<file path="config.mk">
export PLATFORM = sky130hd
export DESIGN_NAME = ppu_spr_eval
export DESIGN_NICKNAME = d
export VERILOG_FILES = /design/src/rtl/ppu_spr_eval.sv
export SDC_FILE = /design/constraint.sdc
export NUM_CORES = 1
export LEC_CHECK = 0
export CAP_MARGIN = 20
export CELL_PAD_IN_SITES_DETAIL_PLACEMENT = 0
export CELL_PAD_IN_SITES_GLOBAL_PLACEMENT = 1
export CORE_UTILIZATION = 53
export CTS_CLUSTER_DIAMETER = 60
export DETAILED_ROUTE_END_ITERATION = 8
export GPL_TIMING_DRIVEN = 0
export HOLD_SLACK_MARGIN = 0.12
export PLACE_DENSITY = 0.83
export SETUP_SLACK_MARGIN = 0.1
export SYNTH_ARGS = -nofsm -noshare
export SYNTH_HDL_FRONTEND = slang
export SYNTH_SLANG_ARGS = --single-unit
export TNS_END_PERCENT = 30
</file>
<file path="constraint.sdc">
create_clock -name clk_in -period 10.1 [get_ports clk_in]
set_input_delay 2.525 -clock clk_in [delete_from_list [all_inputs] [get_ports clk_in]]
set_output_delay 2.525 -clock clk_in [all_outputs]
set_load 0.005 [all_outputs]
</file>
<file path="src/rtl/ppu_spr_eval.sv">
// Per-scanline sprite evaluation: scans the 64 primary-OAM entries and copies up to
// NUM_SPR in-range sprites into a private secondary OAM for the pattern-fetch stage.
module ppu_spr_eval #(
  parameter  int NUM_SPR = 8,
  localparam int SAW     = $clog2(4 * NUM_SPR),
  localparam int CW      = $clog2(NUM_SPR) + 1
) (
  input  logic           clk_in,
  input  logic           rst_in,
  input  logic           start_in,
  input  logic [7:0]     scanline_in,
  input  logic           spr_h16_in,
  output logic [7:0]     spr_ram_a_out,
  input  logic [7:0]     spr_ram_d_in,
  input  logic [SAW-1:0] sec_a_in,
  output logic [7:0]     sec_d_out,
  output logic           busy_out,
  output logic           done_out,
  output logic [CW-1:0]  count_out,
  output logic           overflow_out,
  output logic           spr0_out
);

  typedef enum logic [2:0] {IDLE, CLEAR, EVAL, COPY1, COPY2, COPY3, DONE} state_t;

  state_t         state_q, state_d;
  logic [7:0]     sec_q [4*NUM_SPR];
  logic [7:0]     scan_q;
  logic           h16_q;
  logic [5:0]     n_q;
  logic [SAW-1:0] idx_q;
  logic [CW-1:0]  count_q;
  logic           overflow_q, spr0_q;

  logic [8:0]     diff;
  logic           in_range, full;
  logic           sec_we;
  logic [SAW-1:0] sec_wa, slot_base;
  logic [7:0]     sec_wd;

  assign full      = (count_q == CW'(NUM_SPR));
  assign slot_base = {count_q[CW-2:0], 2'b00};

  // NOTE: every always_comb output gets a default before the case so no latch is inferred.
  always_comb begin
    diff          = {1'b0, scan_q} - {1'b0, spr_ram_d_in};
    in_range      = !diff[8] && (diff[7:0] < (h16_q ? 8'd16 : 8'd8));
    state_d       = state_q;
    spr_ram_a_out = 8'h00;
    sec_we        = 1'b0;
    sec_wa        = slot_base;
    sec_wd        = spr_ram_d_in;
    done_out      = 1'b0;
    unique case (state_q)
      IDLE: ;
      CLEAR: begin
        sec_we = 1'b1;
        sec_wa = idx_q;
        sec_wd = 8'hFF;
        if (idx_q == SAW'(4 * NUM_SPR - 1)) state_d = EVAL;
      end
      EVAL: begin
        spr_ram_a_out = {n_q, 2'b00};
        if (in_range) begin
          if (full) state_d = DONE;
          else begin
            sec_we  = 1'b1;
            state_d = COPY1;
          end
        end else if (n_q == 6'd63) begin
          state_d = DONE;
        end
      end
      COPY1: begin
        spr_ram_a_out = {n_q, 2'b01};
        sec_we        = 1'b1;
        sec_wa        = slot_base | SAW'(1);
        state_d       = COPY2;
      end
      COPY2: begin
        spr_ram_a_out = {n_q, 2'b10};
        sec_we        = 1'b1;
        sec_wa        = slot_base | SAW'(2);
        state_d       = COPY3;
      end
      COPY3: begin
        spr_ram_a_out = {n_q, 2'b11};
        sec_we        = 1'b1;
        sec_wa        = slot_base | SAW'(3);
        state_d       = (n_q == 6'd63) ? DONE : EVAL;
      end
      DONE: begin
        done_out = 1'b1;
        state_d  = IDLE;
      end
      default: state_d = IDLE;
    endcase
    // A start pulse always wins, including as an abort of a pass in flight.
    if (start_in) state_d = CLEAR;
  end

  // NOTE: sequential state uses non-blocking assignments so every flop samples pre-edge values.
  always_ff @(posedge clk_in or negedge rst_in) begin
    if (!rst_in) state_q <= IDLE;
    else         state_q <= state_d;
  end

  always_ff @(posedge clk_in or negedge rst_in) begin
    if (!rst_in) begin
      scan_q     <= 8'h00;
      h16_q      <= 1'b0;
      n_q        <= 6'd0;
      idx_q      <= '0;
      count_q    <= '0;
      overflow_q <= 1'b0;
      spr0_q     <= 1'b0;
    end else if (start_in) begin
      scan_q     <= scanline_in;
      h16_q      <= spr_h16_in;
      n_q        <= 6'd0;
      idx_q      <= '0;
      count_q    <= '0;
      overflow_q <= 1'b0;
      spr0_q     <= 1'b0;
    end else begin
      unique case (state_q)
        CLEAR: idx_q <= idx_q + SAW'(1);
        EVAL: begin
          if (in_range && full)      overflow_q <= 1'b1;
          else if (in_range)         spr0_q     <= spr0_q | (n_q == 6'd0);
          else if (n_q != 6'd63)     n_q        <= n_q + 6'd1;
        end
        COPY3: begin
          count_q <= count_q + CW'(1);
          if (n_q != 6'd63) n_q <= n_q + 6'd1;
        end
        default: ;
      endcase
    end
  end

  // NOTE: the secondary OAM is reset because unused slots must read 0xFF straight out of reset.
  always_ff @(posedge clk_in or negedge rst_in) begin
    if (!rst_in) begin
      for (int i = 0; i < 4 * NUM_SPR; i++) sec_q[i] <= 8'hFF;
    end else if (sec_we && !start_in) begin
      sec_q[sec_wa] <= sec_wd;
    end
  end

  assign sec_d_out    = sec_q[sec_a_in];
  assign busy_out     = (state_q != IDLE);
  assign count_out    = count_q;
  assign overflow_out = overflow_q;
  assign spr0_out     = spr0_q;

endmodule

</file>
==> impl_metrics.ini <==
[status]
status = complete, no violations

[power_and_ir_drop]
power_frac_seq_pct = 46.6
p_sw_w = 0.000810
p_int_w = 0.00236
pwr-share-clk_pct = 41.6
p_sw_share_pct = 25.6
ir_worst_vdd_v = 0.000130
p_per_area_nw_per_um2 = 185
pwr-share-comb_pct = 11.8
p_leak_nw = 6.59

[timing]
fmax_mhz = 117
setup_violations = 0
final.min_clock_period_ns = 8.54
setup_ws_ns = 1.56
tightest_slew_ns = 1.32
maxSlewViolCount = 0
timing.hold.ws_ns = 0.476
fin_skew_ns = 0.0196
rsz0062_at_grt = false
slew_headroom_pct = 10.9
finalHoldViolations = 0
tns_ns = 0
min_period_over_period_pct = 84.5

[detailed_routing]
route.vias.total = 12300
drc = 0
wl_mm = 48.2
viasPerCell = 6.40
met1_length_mm = 20.1
wl_met3_mm = 4.41
drt_iter0_drc = 1397
postRouteAntennaNets = 0
wl_met2_mm = 21.7
top_layer = met5
wl_per_cell_um = 25.0
firstDrtPassIters = 5

[floorplanning]
initial_core_util_pct = 54.6
row_count = 60
die_width_um = 170
boundaryPins = 49
core_area_um2 = 27300
dieArea_um2 = 28800
die_h_um = 170

[yosys]
synth_fp_nets = 1476
synth.distinct_cells = 48
synth_top_family_by_area = simple AND/OR/NAND/NOR gates
ys_ff_latch = 285
synth-xor-area-share_pct = 0.471
syn_area_per_cell_um2 = 10.4
ys_warn_count = 0
synth_compound_area_share_pct = 14.3
synthAdderAreaFrac_pct = 1.18
ys_async_sr_fraction_pct = 100
syn_inst = 1437
synth_area_um2 = 14900
synth-simple-area-share_pct = 15.8
synth_mux_area_share_pct = 14.3
synth_edf_count = 0
synth-main-ff-cell = dfstp_2
synth-seq-area-share_pct = 50.1

[worst_hold_path]
min_path_cells = 2
worst_hold_path_type = flop to flop
min_from = sec_q[230]

[setup_path]
crit_path_max_incr_delay_ns = 0.81
path_cells = clkbuf_1, buf_1, mux4_2, mux4_2, mux2_2, clkdlybuf4s50_1
path_max_fanout = 10
slowest_stage = buf_1
crit_start = sec_a_in[0]
cpMostUsedCell = mux4_2
cp.required_ns = 7.58
worstPathArrival_ns = 6.01
crit_family = buffers and inverters
rr_worst_depth = 12
worst-path-buf-inv = 3
worst-path-stages = 6
crit_type = input pin to output port
crit_path_end_kind = output port
r2r-start = scan_q[1]
start_kind = input pin

[global_routing]
grt_overflow_total = 0
antenna_found_initial = 3
grt_pass1_vias = 11900
grt_max_degree = 125
grt_usage_pct = 34.4
grt_pass1_wl_mm = 73.0

[placement]
port_buffers = 43
pre_cts_slack_ns = 1.52
dpl.hpwl_mm = 34.4
dpl.cell_count = 1859
place.gp.congestion = 0.937

[final_layout]
area_growth_pct = 14.9
drive_gt1_share_pct = 28.4
finalNonFillerCells = 1924
post-route-util_pct = 62.8
final_common_cell = dfstp_2
layout_common_cells = dfstp_2 (256), nor2_1 (190), a21oi_1 (174), nand2_1 (128), clkbuf_1 (111)
num-nets-final = 1565
fill_cells = 2273

[clock_tree]
htreeDepth = 2
cts_hold_buffers = 0
cts.clk_slew.worst_paths_ns = 0.05
cts_root_buffer = clkbuf_16
numCtsBuffers = 36
cts_resized = 0
cts_setup_buffers = 0
cts_tree = built
clk_path_buf_depth = 3
cts_sinks = 285
clock_latency_ns = 0.53

[job]
drv_cap = 0
[state kept, by name (all words and copies together), names as in the netlist, 3 cells and up]
| register | cells |
|---|---|
| idx_q | 5 |
| sec_q | 256 |
| state_q | 3 |
| count_out | 4 |
| n_q | 6 |
| scan_q | 8 |
[final timing paths]
| check | end | slack [ns] |
|---|---|---|
| worst max register to register | sec_q[223] | 6.26 |
| min in group asynchronous | scan_q[6] | 1.92 |
| worst min register to register | sec_q[230] | 0.48 |
| max in group asynchronous | sec_q[8] | 6.75 |
| worst max-delay path | sec_d_out[6] | 1.56 |
| worst min-delay path | sec_q[230] | 0.48 |
[cells by family (layout without fill, tap and decap cells)]
logic type / count (synthesis) / count (layout)
muxes: 110 / 110
other: 0 / 1
xor gates and xnor gates: 8 / 8
AOI/OAI and AO/OA: 373 / 373
DFF: 285 / 285
adders and majority gates: 14 / 14
and+or+nand+nor: 505 / 505
buffers and inverters: 142 / 256
[stage by stage]
stage                     area (µm²)  power [W]
after floorplan                14900    0.00170
after global placement         15800    0.00184
after detailed placement       15900    0.00186
after CTS                      17100    0.00318
after global routing           17100    0.00328
final                          17100    0.00317
[worst min-delay path: cells and delay by family (launching register included)]
family / cells / cell delay, ns
flops: 1 / 0.36
compound gates: 1 / 0.06
simple gates: 1 / 0.04
[synth_stat cells (2+ instances only)]
library cell | count | area [µm²]
xor2_1 | 5 | 43.8
o21a_1 | 5 | 37.5
buf_6 | 5 | 56.3
nor4_1 | 4 | 25.0
nor2_1 | 190 | 713
nor2b_1 | 9 | 56.3
a21oi_1 | 174 | 871
nor3_1 | 8 | 40.0
mux4_2 | 80 | 1800
nand2_1 | 128 | 480
buf_2 | 2 | 10.0
or3_1 | 2 | 12.5
or4_1 | 65 | 488
nand2b_1 | 6 | 37.5
o21ai_0 | 109 | 546
and2_1 | 8 | 50.1
clkbuf_1 | 106 | 398
inv_1 | 16 | 60.1
o211ai_1 | 68 | 510
ha_1 | 14 | 175
o31ai_1 | 3 | 22.5
nand4_1 | 4 | 25.0
dfstp_2 | 256 | 6730
o2111ai_1 | 2 | 17.5
dfrtp_1 | 29 | 726
mux2i_1 | 6 | 60.1
mux2_2 | 24 | 270
and3_1 | 4 | 25.0
buf_1 | 12 | 45.0
o21ai_1 | 2 | 10.0
or2_2 | 2 | 12.5
xnor2_1 | 3 | 26.3
nand3_1 | 71 | 355
[final cells by class]
cell class              instances  area, µm²  area share, %
repair buffers                 51        538           3.14
well taps                     372        465           2.72
diodes                          1       2.50         0.0146
flip-flops and latches        285       7450           43.6
clock buffers                  51       1080           6.31
plain buffers                 126        514           3.01
clock inverters                12        135          0.790
multi-input cells            1010       6860           40.1
inverters                      16       60.1          0.351
[layer usage]
| metal | global-route usage (%) | vias up |
|---|---|---|
| li1 | - | 5440 |
| met1 | 49.0 | 6181 |
| met2 | 51.9 | 562 |
| met3 | 6.88 | 129 |
| met4 | 13.3 | 2 |
| met5 | 0 | - |
[power by group through the flow]
stage	sequential [W]	clock, W	combinational (W)
6_report	0.00148	0.00132	0.000373
5_1_grt	0.00149	0.00137	0.000415
4_1_cts	0.00148	0.00133	0.000373
3_5_place_dp	0.00149	0	0.000372
3_3_place_gp	0.00148	0	0.000358
2_1_floorplan	0.00144	0	0.000258
Power figures use the tool's default switching activity.
